## src/rtl/mult_pkg.sv

```systemverilog
// ============================================================================
// Module : mult_pkg
// Brief  : Shared constants, mode encoding and Wallace-tree sizing helpers.
// Rev    : 1.0 - initial release
// ============================================================================
`default_nettype none

package mult_pkg;

  localparam int DEF_WIDTH = 8;
  localparam int DEF_TRUNC = 4;
  localparam int LATENCY   = 3;

  typedef enum logic [1:0] {
    EXACT_U  = 2'd0,
    EXACT_S  = 2'd1,
    APPROX_U = 2'd2
  } mode_e;

  // Row count left after `lvls` levels of 3:2 compression, starting from n0 rows.
  function automatic int rows_after(input int n0, input int lvls);
    int n;
    n = n0;
    for (int l = 0; l < lvls; l++) begin
      n = (n / 3) * 2 + (n % 3);
    end
    return n;
  endfunction

  function automatic int wallace_levels(input int n0);
    int n;
    int l;
    n = n0;
    l = 0;
    while (n > 2) begin
      n = (n / 3) * 2 + (n % 3);
      l++;
    end
    return l;
  endfunction

endpackage

`default_nettype wire

```

## src/rtl/pipelined_wallace_mult_csa_row.sv

```systemverilog
// ============================================================================
// Module : csa_row
// Brief  : Row of 3:2 full-adder compressors; carry vector is pre-shifted.
// Rev    : 1.0 - initial release
// ============================================================================
`default_nettype none

module csa_row #(
  parameter int WIDTH = 16
) (
  input  logic [WIDTH-1:0] i_x,
  input  logic [WIDTH-1:0] i_y,
  input  logic [WIDTH-1:0] i_z,
  output logic [WIDTH-1:0] o_sum,
  output logic [WIDTH-1:0] o_carry
);

  logic [WIDTH-2:0] w_maj;

  assign o_sum   = i_x ^ i_y ^ i_z;
  // The carry out of the top column falls outside the modulo-2^WIDTH product.
  assign w_maj   = (i_x[WIDTH-2:0] & i_y[WIDTH-2:0]) |
                   (i_x[WIDTH-2:0] & i_z[WIDTH-2:0]) |
                   (i_y[WIDTH-2:0] & i_z[WIDTH-2:0]);
  assign o_carry = {w_maj, 1'b0};

endmodule

`default_nettype wire

```

## src/rtl/pipelined_wallace_mult.sv

```systemverilog
// ============================================================================
// Module : pipelined_wallace_mult
// Brief  : 3-stage Wallace-tree multiplier, unsigned/Baugh-Wooley/truncated.
// Rev    : 1.0 - initial release
// ============================================================================
`default_nettype none

module pipelined_wallace_mult
  import mult_pkg::*;
#(
  parameter int WIDTH = DEF_WIDTH,
  parameter int TRUNC = DEF_TRUNC
) (
  input  logic               clk,
  input  logic               rst,
  input  logic               in_valid,
  output logic               in_ready,
  input  logic [WIDTH-1:0]   a,
  input  logic [WIDTH-1:0]   b,
  input  logic               signed_mode,
  input  logic               approx_en,
  output logic               out_valid,
  input  logic               out_ready,
  output logic [2*WIDTH-1:0] result
);

  localparam int PW   = 2 * WIDTH;
  localparam int ROWS = WIDTH + 1;
  localparam int NLEV = wallace_levels(ROWS);

  logic             w_adv;
  logic             r_v1, r_v2, r_v3;
  logic [WIDTH-1:0] r_a1, r_b1;
  mode_e            r_mode1;
  logic [PW-1:0]    r_s2, r_c2, r_res;
  logic [PW-1:0]    w_pp  [ROWS];
  logic [PW-1:0]    w_lvl [NLEV+1][ROWS];

  assign w_adv     = ~(r_v3 & ~out_ready);
  assign in_ready  = rst | w_adv;
  assign out_valid = r_v3;
  assign result    = r_res;

  always_ff @(posedge clk) begin
    if (rst) begin
      r_v1    <= 1'b0;
      r_a1    <= '0;
      r_b1    <= '0;
      r_mode1 <= EXACT_U;
    end else if (w_adv) begin
      r_v1 <= in_valid;
      if (in_valid) begin
        r_a1    <= a;
        r_b1    <= b;
        r_mode1 <= signed_mode ? EXACT_S : (approx_en ? APPROX_U : EXACT_U);
      end
    end
  end

  // Row i holds a*b[i] at column offset i; row WIDTH carries the Baugh-Wooley
  // correction ones at columns WIDTH and 2*WIDTH-1.
  always_comb begin
    for (int r = 0; r < ROWS; r++) begin
      w_pp[r] = '0;
    end
    for (int i = 0; i < WIDTH; i++) begin
      for (int j = 0; j < WIDTH; j++) begin
        logic v_bit;
        v_bit = r_a1[j] & r_b1[i];
        if ((r_mode1 == EXACT_S) && ((i == WIDTH-1) != (j == WIDTH-1))) begin
          v_bit = ~v_bit;
        end
        if ((r_mode1 == APPROX_U) && (i + j < TRUNC)) begin
          v_bit = 1'b0;
        end
        w_pp[i][i+j] = v_bit;
      end
    end
    if (r_mode1 == EXACT_S) begin
      w_pp[WIDTH][WIDTH]  = 1'b1;
      w_pp[WIDTH][PW-1]   = 1'b1;
    end
  end

  for (genvar r = 0; r < ROWS; r++) begin : g_lvl0
    assign w_lvl[0][r] = w_pp[r];
  end

  for (genvar l = 0; l < NLEV; l++) begin : g_lvl
    localparam int N  = rows_after(ROWS, l);
    localparam int G  = N / 3;
    localparam int NN = rows_after(ROWS, l + 1);

    for (genvar g = 0; g < G; g++) begin : g_csa
      csa_row #(.WIDTH(PW)) u_csa (
        .i_x     (w_lvl[l][3*g]),
        .i_y     (w_lvl[l][3*g+1]),
        .i_z     (w_lvl[l][3*g+2]),
        .o_sum   (w_lvl[l+1][2*g]),
        .o_carry (w_lvl[l+1][2*g+1])
      );
    end

    for (genvar r = 3*G; r < N; r++) begin : g_pass
      assign w_lvl[l+1][r-G] = w_lvl[l][r];
    end

    for (genvar r = NN; r < ROWS; r++) begin : g_zero
      assign w_lvl[l+1][r] = '0;
    end
  end

  always_ff @(posedge clk) begin
    if (rst) begin
      r_v2 <= 1'b0;
      r_s2 <= '0;
      r_c2 <= '0;
    end else if (w_adv) begin
      r_v2 <= r_v1;
      if (r_v1) begin
        r_s2 <= w_lvl[NLEV][0];
        r_c2 <= w_lvl[NLEV][1];
      end
    end
  end

  // result only updates on a real beat so it holds across bubbles.
  always_ff @(posedge clk) begin
    if (rst) begin
      r_v3  <= 1'b0;
      r_res <= '0;
    end else if (w_adv) begin
      r_v3 <= r_v2;
      if (r_v2) begin
        r_res <= r_s2 + r_c2;
      end
    end
  end

endmodule

`default_nettype wire

```

## config.mk

```make
export PLATFORM = sky130hd
export DESIGN_NAME = pipelined_wallace_mult
export DESIGN_NICKNAME = d
export VERILOG_FILES = /design/src/rtl/mult_pkg.sv /design/src/rtl/pipelined_wallace_mult_csa_row.sv /design/src/rtl/pipelined_wallace_mult.sv
export SDC_FILE = /design/constraint.sdc
export NUM_CORES = 1
export LEC_CHECK = 0
export BUFFER_PORTS_ARGS = -buffer_cell sky130_fd_sc_hd__clkbuf_2
export CAP_MARGIN = 20
export CORE_UTILIZATION = 45
export DETAILED_ROUTE_END_ITERATION = 7
export GPL_ROUTABILITY_DRIVEN = 0
export PLACE_DENSITY = 0.61
export SLEW_MARGIN = 10
export SYNTH_ARGS = -nofsm -noshare
export SYNTH_HDL_FRONTEND = slang
export SYNTH_SLANG_ARGS = --single-unit
```

## constraint.sdc

```tcl
create_clock -name clk -period 4.5 [get_ports clk]
set_input_delay 1.125 -clock clk [delete_from_list [all_inputs] [get_ports clk]]
set_output_delay 1.125 -clock clk [all_outputs]
set_load 0.02 [all_outputs]
```

==> flow_summary.yaml <==
run:
  timing.max_cap.violations: 0
synth:
  post-synth-top-count-cell: "sky130_fd_sc_hd__nand2_1"
  most_common_library_cells_after_synthesis: "sky130_fd_sc_hd__nand2_1, sky130_fd_sc_hd__dfxtp_1, sky130_fd_sc_hd__a21oi_1"
  post_synth_inst_count: 532
  postSynth.topFlopCell: "sky130_fd_sc_hd__dfxtp_1"
  ys_ff_latch: 64
  ys_warn_count: 0
  synthesis.area_per_instance_um2: 8.30
  count_of_flip_flops_with_a_built_in_enable_after_synthesis: 0
  yosysSeqAreaShare: 0.290
  yosys-top-cells-area: "sky130_fd_sc_hd__dfxtp_1, sky130_fd_sc_hd__fa_1, sky130_fd_sc_hd__nand2_1, sky130_fd_sc_hd__ha_1, sky130_fd_sc_hd__a21oi_1"
  synthArstFlopShare: 0
  synth_top_area_frac: 0.290
  cell_type_with_the_highest_aggregate_area_in_the_netlist: "sky130_fd_sc_hd__dfxtp_1"
  syn_area_um2: 4420
  yosys.cell_types.count: 48
  postSynthNetCount: 625
timing:
  finalHoldWorstSlack_ns: 0.455
  final_hold_viol_count: 0
  finalClockSkew_ns: 0.00764
  rsz0062_at_grt: "false"
  final.setup.tns_ns: 0
  time_the_worst_path_needs_with_i_o_delays_and_setup_ns: 3.21
  relative_slew_slack: 0.374
  finalSetupViolations: 0
  maxClockFrequency_mhz: 312
  finalMaxSlewViolations: 0
  final_min_period_over_clock_period: 0.713
  timing_worst_slew_pin_value_ns: 0.939
setup_path:
  cp_cell_sequence: "nor2b_1 > buf_4 > xor2_1 > fa_1 > fa_1 > inv_1 > fa_1 > fa_1 > nand2_1 > a21oi_1"
  cpMaxStageDelayCell: "sky130_fd_sc_hd__fa_1"
  critical_path.max_fanout: 15
  crit_top_cell: "sky130_fd_sc_hd__fa_1"
  arr_time_crit_path_ns: 3.48
  setup.worst_path.class: "register to register"
  critical_path.endpoint_type: "register"
  startpoint_types: "register"
  required_ns: 4.77
  cpLargestDelayFamily: "adder cells"
  timing.critical_path.slowest_cell_delay_ns: 0.54
  critPathBufInv: 2
detailed_routing:
  ant_nets: 0
  drc_markers: 0
  first_iter_violations: 80
  avgRoutedWirePerCell_um: 13.0
  vias: 3496
  vias_per_cell: 5.10
  totalWireLength_um: 8910
  first_pass_iteration_count_of_the_detailed_router: 4
grt:
  grt.total_usage: 0.200
  grt_start_max_net_pins: 76
  grt_pass1_vias: 3638
  grt_pass1_wl_um: 16000
  number_of_antenna_violations_at_the_first_check_in_global_routing: 0
  overflow: 0
clock_tree:
  cts_setup_buffers: 0
  tritoncts: "done"
  postCtsResizedCells: 0
  ctsLongestPathBuffers: 2
  clock_latency_late_sink_ns: 0.34
  cts_hold_buf: 0
  cts.clk_slew.worst_paths_ns: 0.07
  cts_root_buffer: "sky130_fd_sc_hd__clkbuf_8"
  cts_buffers: 9
  cts.sink_count: 64
  h-tree-depth: 3
finish:
  finish.utilization: 0.516
  fin_nets: 644
  area_delta_synth_final_pct: 9.46
  drive_above_1_share: 0.106
  antenna_cells_inserted: 0
outcome:
  run_status: "complete, no violations"
floorplan:
  die_height_um: 101
  core_um2: 9370
  floorplan.initialDensity: 0.471
  floorplan.die.width_um: 101
  fp-row-count: 35
  fp.dieArea_um2: 10200
  pin_count: 40
placed_design:
  buffer_ports.inserted: 39
  post_dp_hpwl_um: 6490
pwr:
  power_density_nw_per_um2: 261
  peakVddDrop_v: 0.000124
  cell_leakage_power_uw: 0.00207
min_path:
  min-delay-path-class: "register to register"
per-layer routing:
metal,routed length [um],vias to the layer above,share of wire,track usage
li1,-,1759,-,-
met1,4120,1694,0.46,0.241
met5,0,-,0,0
met4,136,0,0.015,0.0747
met3,179,12,0.020,0.0361
met2,4480,31,0.50,0.353
final cells by class:
cell class,instances,area [um2]
Timing Repair Buffer,41,210
Fill cell,949,4540
Sequential cell,64,1280
Inverter,45,169
Multi-Input combinational cell,390,2820
Tap cell,129,161
Clock inverter,5,57.6
Clock buffer,11,131
sequential cells by signal (all words and copies together), names as in the netlist:
register and cells:
r_c2 11, result 16, r_b1 8, r_s2 16, r_v2 1, out_valid 1, r_a1 8, r_v1 1
r_mode1 2
path summary, 6_finish.rpt:
check / endpoint / cells past startpoint / slack (ns) / from
worst max-delay path: r_s2[7]$_SDFFE_PP0P_ / 10 / 1.29 / r_mode1[0]$_SDFFE_PP0P_
worst min register to register: result[8]$_SDFFE_PP0P_ / 2 / 0.45 / result[8]$_SDFFE_PP0P_
worst min-delay path: result[8]$_SDFFE_PP0P_ / 2 / 0.45 / result[8]$_SDFFE_PP0P_
worst max register to register: r_s2[7]$_SDFFE_PP0P_ / 10 / 1.29 / r_mode1[0]$_SDFFE_PP0P_
cells in the final DEF (no fill, tap or decap), types with 2 or more instances in the layout:
cell type                      n
sky130_fd_sc_hd__clkinvlp_4    3
sky130_fd_sc_hd__nor2b_1       3
sky130_fd_sc_hd__o21ai_0       2
sky130_fd_sc_hd__xnor2_1      13
sky130_fd_sc_hd__nor2_1       11
sky130_fd_sc_hd__a211oi_1      4
sky130_fd_sc_hd__nor3b_1       2
sky130_fd_sc_hd__ha_1         33
sky130_fd_sc_hd__nand2b_1      3
sky130_fd_sc_hd__o21a_1        3
sky130_fd_sc_hd__xor2_1        3
sky130_fd_sc_hd__nand4_1       3
sky130_fd_sc_hd__nor3_1        3
sky130_fd_sc_hd__clkbuf_8      9
sky130_fd_sc_hd__o211ai_1      2
sky130_fd_sc_hd__buf_4         2
sky130_fd_sc_hd__or4_1         2
sky130_fd_sc_hd__fa_1         38
sky130_fd_sc_hd__inv_1        45
sky130_fd_sc_hd__and2_1       27
sky130_fd_sc_hd__nand3_1       9
sky130_fd_sc_hd__nand3b_1      5
sky130_fd_sc_hd__clkbuf_1      2
sky130_fd_sc_hd__clkbuf_2     39
sky130_fd_sc_hd__o21ai_1       2
sky130_fd_sc_hd__and3_1        3
sky130_fd_sc_hd__nand2_1     138
sky130_fd_sc_hd__dfxtp_1      64
sky130_fd_sc_hd__nor4_1        3
sky130_fd_sc_hd__a21oi_1      58
kinds of logic after synthesis:
family          count (synthesis)  synth area share
compound gates                 86             0.116
xor+xnor                       16            0.0317
fa+ha+maj                      71             0.266
buf+inv                        78            0.0706
flops                          64             0.290
mux                             1           0.00227
simple gates                  216             0.223
where the power goes:
group / switching (uW) / leakage [uW] / internal [uW]
Clock: 228 / 0.0000856 / 255
Sequential: 27.2 / 0.000520 / 585
Combinational: 101 / 0.00146 / 64.7
Total: 356 / 0.00207 / 905
through the flow:
step / power, uW / instance area (um2) / setup WS [ns] / cells
2_1_floorplan: 748 / 4420 / 1.37 / 532
3_3_place_gp: 790 / 4640 / 1.36 / 669
5_1_grt: 1340 / 4830 / 1.17 / 685
3_5_place_dp: 792 / 4640 / 1.29 / 669
4_1_cts: 1280 / 4830 / 1.27 / 685
6_report: 1260 / 4830 / 1.29 / 685
tightest hold or removal path, cell delays in order, from the launching register on:
cell and delay [ns]:
sky130_fd_sc_hd__dfxtp_1 0.31, sky130_fd_sc_hd__nand2_1 0.05, sky130_fd_sc_hd__a21oi_1 0.05
(Power assumes the default switching activity.)
